<file path="src/rtl/wdt_timebase.sv">
// Watchdog timebase in the clk_wdt domain: free-running counter with one-cycle overflow strobe
// and a toggle-handshake clear. Optional sticky timeout flag under WDT_TIMEOUT_LATCH_EN.
module wdt_timebase #(
    parameter int CNT_W       = 8,
    parameter int SYNC_STAGES = 2   // minimum 2
) (
    input  logic             clk_wdt,
    input  logic             rst,
    input  logic             wdt_en,
    input  logic             clr_req_tgl,
    output logic             clr_ack_tgl,
    output logic             wdt_ovf,
    output logic [CNT_W-1:0] wdt_cnt,
    output logic             wdt_to_flag
);

    typedef enum logic {S_OFF, S_RUN} state_t;

    localparam logic [CNT_W-1:0] CNT_MAX = '1;

    state_t                 state;
    logic [SYNC_STAGES-1:0] en_sync;
    logic [SYNC_STAGES-1:0] req_sync;
    logic                   en_s;
    logic                   req_s;
    logic                   req_d;
    logic                   clr_pulse;
    logic                   ovf_set;

    always_ff @(posedge clk_wdt) begin
        if (rst) begin
            en_sync  <= '0;
            req_sync <= '0;
        end else begin
            en_sync  <= {en_sync[SYNC_STAGES-2:0], wdt_en};
            req_sync <= {req_sync[SYNC_STAGES-2:0], clr_req_tgl};
        end
    end

    assign en_s      = en_sync[SYNC_STAGES-1];
    assign req_s     = req_sync[SYNC_STAGES-1];
    assign clr_pulse = req_s ^ req_d;

    // A clear or a falling enable in the same cycle suppresses the wrap strobe.
    assign ovf_set = (state == S_RUN) && en_s && !clr_pulse && (wdt_cnt == CNT_MAX);

    always_ff @(posedge clk_wdt) begin
        if (rst) begin
            state       <= S_OFF;
            wdt_cnt     <= '0;
            wdt_ovf     <= 1'b0;
            clr_ack_tgl <= 1'b0;
            req_d       <= 1'b0;
        end else begin
            req_d   <= req_s;
            wdt_ovf <= ovf_set;
            if (clr_pulse) begin
                clr_ack_tgl <= req_s;
            end
            case (state)
                S_OFF: begin
                    wdt_cnt <= '0;
                    if (en_s) begin
                        state <= S_RUN;
                    end
                end
                S_RUN: begin
                    if (!en_s) begin
                        state   <= S_OFF;
                        wdt_cnt <= '0;
                    end else if (clr_pulse) begin
                        wdt_cnt <= '0;
                    end else begin
                        wdt_cnt <= wdt_cnt + 1'b1;
                    end
                end
            endcase
        end
    end

`ifdef WDT_TIMEOUT_LATCH_EN
    always_ff @(posedge clk_wdt) begin
        if (rst) begin
            wdt_to_flag <= 1'b0;
        end else if (clr_pulse) begin
            wdt_to_flag <= 1'b0;
        end else if (ovf_set) begin
            wdt_to_flag <= 1'b1;
        end
    end
`else
    assign wdt_to_flag = 1'b0;
`endif

endmodule

</file>
<file path="config.mk">
export PLATFORM = sky130hd
export DESIGN_NAME = wdt_timebase
export DESIGN_NICKNAME = d
export VERILOG_FILES = /design/src/rtl/wdt_timebase.sv
export SDC_FILE = /design/constraint.sdc
export NUM_CORES = 1
export LEC_CHECK = 0
export CORE_MARGIN = 2
export CORE_UTILIZATION = 39
export DETAILED_ROUTE_END_ITERATION = 10
export PLACE_DENSITY = 0.74
export SYNTH_ARGS = -nofsm -noshare
export SYNTH_HDL_FRONTEND = slang
export SYNTH_SLANG_ARGS = --single-unit
</file>
<file path="constraint.sdc">
create_clock -name clk_wdt -period 1.2 [get_ports clk_wdt]
set_input_delay 0.24 -clock clk_wdt [delete_from_list [all_inputs] [get_ports clk_wdt]]
set_output_delay 0.24 -clock clk_wdt [all_outputs]
set_load 0.01 [all_outputs]
</file>
==> Yosys cells after proc, flatten, opt, wreduce, memory -nomap -nowiden <==
Cells that the tools add are included.
{ "classes": {"n_mux": 4, "addsub": 1, "eq_ne": 1, "bitwise": 2, "n_reduce_logical": 4} }
{ "ops": {"columns": ["op", "count"], "rows": [
  ["8-bit 2-to-1 mux", 2],
  ["8-bit one-hot mux with 2 select lines", 1],
  ["8-bit by 1-bit adder with 8-bit output, second input constant", 1],
  ["8-bit equality test, second input constant", 1],
  ["1-bit logical AND", 3],
  ["1-bit zero test", 1],
  ["1-bit 2-to-1 mux", 1],
  ["1-bit NOT", 1],
  ["1-bit bitwise XOR", 1]
]} }
{ "totals": {"word_cells": 19, "output_inout_bits": 11, "regBits": 16, "inputBits": 4} }

==> Logic depth before layout (Yosys ltp) <==
{ "logic_depth": {"depth_word": 4, "ltp_mapped": 4, "depth_no_buf": 4} }

==> Worst setup path before layout <==
No wires, ideal clock.
{ "synth_timing": {"path_type": "register to register", "start": "register wdt_cnt[0]", "end": "register wdt_cnt[6]", "arrival_time_ns": 1.177, "n_path_buf": 0, "setup_slack_ns": -0.049, "required_time_ns": 1.127, "path_stages_with_launch": 5, "setup_ns": 0.073, "period_less_slack_ns": 1.249, "cell_sequence": "dfxtp_1 ha_1 nand2_1 or3_1 a21oi_1"} }
{ "synth_via": {"elab_chain_cells": 4} }
{ "synth_lines": {"columns": ["item", "line", "text"], "rows": [
  ["start: declaration", "13", "output logic [CNT_W-1:0] wdt_cnt,"],
  ["start signal: assignment", "74", "wdt_cnt <= wdt_cnt + 1'b1;"],
  ["8-bit by 1-bit adder with 8-bit output", "74", null],
  ["8-bit 2-to-1 mux", "71", "end else if (clr_pulse) begin"],
  ["8-bit 2-to-1 mux", "68", "if (!en_s) begin"],
  ["8-bit one-hot mux with 2 select lines", "60", "case (state)"]
]} }
Every way passes these cells.
A chain may end at the register's enable or synchronous reset.

==> Worst setup path in the final report <==
{ "layout_timing": {"start": "register wdt_cnt[3]", "end": "output port wdt_cnt[3]"} }
No word-level cell between the ends.

==> results.py <==
metrics = {
    "critical_path": {
        "r2r_slack_ns": 0.07,
        "path_max_fanout": 3,
        "worstPathRequired_ns": 0.96,
        "path_cells": "dlygate4sd2_1",
        "critPathKind": "reg2out",
        "crit_buf_inv": 1,
        "arrival_ns": 0.90,
        "critPathSlowestCell": "dfxtp_2",
        "critPathCaptureType": "output pin",
        "startpoint_type": "flop",
        "slowest_delay_ns": 0.35,
        "critical-path-top-delay-family": "flip-flops",
    },
    "yosys": {
        "synth_top_area_share_pct": 57.5,
        "synthFlopType": "dfxtp_1",
        "synth_seq_cells": 16,
        "syn_nets": 61,
        "synth-edff-count": 0,
        "synth_common_cells": "dfxtp_1 (16), nor2b_1 (6), nor2_1 (5)",
        "ys_warn_count": 0,
        "async_flop_share_pct": 0,
        "ys_seq_area_share_pct": 57.5,
        "synth_area_per_cell_sq_um": 9.94,
        "synthCells": 56,
        "post-synth-top-count-cell": "dfxtp_1",
        "synth_area_leaders": "dfxtp_1 (58%), nor2b_1 (6.7%), a21oi_1 (3.6%)",
        "syn-cell-area_sq_um": 557,
        "synth_area_leader_cell": "dfxtp_1",
        "synth_cell_types": 19,
    },
    "drt": {
        "drtIter0Drc": 4,
        "routed_via_density": 4.84,
        "drt-total-wl_um": 890,
        "antenna_left": 0,
        "dr.pass1.iters": 2,
        "vias": 445,
        "drc": 0,
        "post_drt_wl_per_cell_um": 9.67,
    },
    "cells_and_area": {
        "n_antenna_cell": 0,
        "multiInputGateArea_sq_um": 236,
        "stdcell_area_sq_um": 783,
        "layout.nets": 83,
        "syn2layout_area_growth_pct": 40.7,
        "fillerInstances": 112,
        "drive_gt1_share_pct": 24.7,
        "fin_util_pct": 59.4,
        "register_area_sq_um": 333,
        "post_layout_nonfiller_instances": 92,
    },
    "clock_tree": {
        "path_clk_slew_ns": 0.09,
        "cts-root-buf": "clkbuf_4",
        "cts_sinks": 16,
        "post_cts_buffers": 0,
        "htreeDepth": 1,
        "clkLatencyLatePin_ns": 0.28,
        "cts_tree": "built",
        "clock_path_buffers": 2,
        "cts_made_buffers": 3,
    },
    "timing": {
        "hold_violations": 0,
        "fin_skew_ns": 0.00474,
        "rsz0062_at_grt": "false",
        "min_period_ns": 1.14,
        "drv_slew": 0,
        "fmax_ghz": 0.878,
        "setup_violations": 0,
        "fin_crit_sh_pct": 94.9,
        "worst_slack_ns": 0.0613,
    },
    "floorplanning": {
        "chipHeight_um": 41.8,
        "num_rows": 13,
        "dieArea_sq_mm": 0.00175,
        "die_x_um": 41.8,
        "ios": 15,
        "start_util_pct": 42.3,
        "coreArea_sq_mm": 0.00132,
    },
    "flow_run": {
        "drv_cap": 0,
    },
    "grt": {
        "grt_pass1_vias": 397,
        "antenna_found_initial": 0,
        "grt_max_degree": 10,
        "grt_pass1_wl_um": 1550,
        "grt_use_total_pct": 12.5,
        "gr-total-overflow": 0,
    },
    "place": {
        "dp.cells": 88,
        "io_buffers": 13,
        "hpwl_um": 680,
        "placed_area_sq_um": 741,
        "gp_congestion": 0.682,
        "post-place-ws_ns": -0.191,
    },
    "power_and_ir_drop": {
        "power.density_mw_per_mm2": 1170,
        "leakagePower_nw": 0.307,
        "peakVddDrop_v": 0.000931,
        "power_mw": 0.917,
    },
    "outcome": {
        "status": "finished clean",
    },
    "hold_path": {
        "hold_path.class": "reg2reg",
    },
}
==> cell usage in the layout (no fill, tap or decap) <==
master,instances
dfxtp_1,10
nor2b_1,6
dlygate4sd2_1,6
nor2_1,5
buf_4,5
a21oi_1,4
dfxtp_2,4
nand2_1,3
o21ai_0,3
or3_1,3
nand3_1,3
clkbuf_4,3
clkdlybuf4s50_1,3
clkdlybuf4s15_1,3
nand2b_1,2
xor2_1,2
dfxtp_4,2
nand3_2,1
nand4_4,1
xnor2_1,1
nand4_1,1
nor3_1,1
inv_1,1
ha_2,1
conb_1,1
clkbuf_8,1
clkbuf_2,1
==> power breakdown <==
part / leakage (nW) / internal, mW / switching, mW / total (mW)
clock network: 0.0210 / 0.185 / 0.163 / 0.347
registers: 0.134 / 0.536 / 0.00330 / 0.539
logic: 0.152 / 0.0186 / 0.0121 / 0.0307
total: 0.307 / 0.739 / 0.178 / 0.917
==> flip-flops by register name (all words and copies together) (netlist names) <==
| name | count |
|---|---|
| clr_ack_tgl | 1 |
| en_sync | 2 |
| req_d | 1 |
| req_sync | 2 |
| state | 1 |
| wdt_cnt | 8 |
| wdt_ovf | 1 |
==> layout make-up <==
type                       count  share of cell area, %
multi-input combinational     38                   30.2
sequential                    16                   42.5
inverter                       1                  0.479
tap                           15                   2.40
clock buffer                   4                   4.63
timing repair buffer          18                   19.8
==> path summary, 6_finish.rpt <==
check | start | endpoint | cells after the start
min reg2reg | wdt_cnt[0] | wdt_cnt[0] | 1
max | wdt_cnt[3] | wdt_cnt[3] | 1
min | wdt_cnt[0] | wdt_cnt[0] | 1
max reg2reg | wdt_cnt[0] | wdt_cnt[6] | 4
==> layer usage <==
layer,global-route usage (%),vias to the layer above,wire [um]
met3,7.83,5,72
met1,11.6,195,378
li1,-,230,-
met2,20.3,15,421
met5,0,-,0
met4,7.74,0,17
==> timing repair <==
action | CTS | global route
resized for setup | 12 | 10
setup endpoints to repair | 10 | 8
hold buffers | 0 | 0
==> per-stage QoR <==
step           hold slack [ns]  TNS (ns)
6_report                 0.440         0
5_1_grt                  0.463         0
4_1_cts                  0.447         0
3_5_place_dp             0.430     -1.22
3_3_place_gp             0.431    -0.960
2_1_floorplan            0.309         0
==> cells by family (layout without fill, tap and decap cells) <==
family          Yosys count  after routing  share of synthesized area (%)
buf+inv                   2             23                           2.02
other cells               1              1                          0.674
simple gates             26             26                           26.5
flops                    16             16                           57.5
xor+xnor                  3              3                           4.72
compound gates            7              7                           6.29
fa+ha+maj                 1              1                           2.25
==> worst reg2reg max path, cell delays in order, from the launching register on <==
cell and delay [ns]:
dfxtp_4 0.37, ha_2 0.17, nand2_1 0.06, or3_1 0.34, a21oi_1 0.13
(Power assumes the default switching activity.)
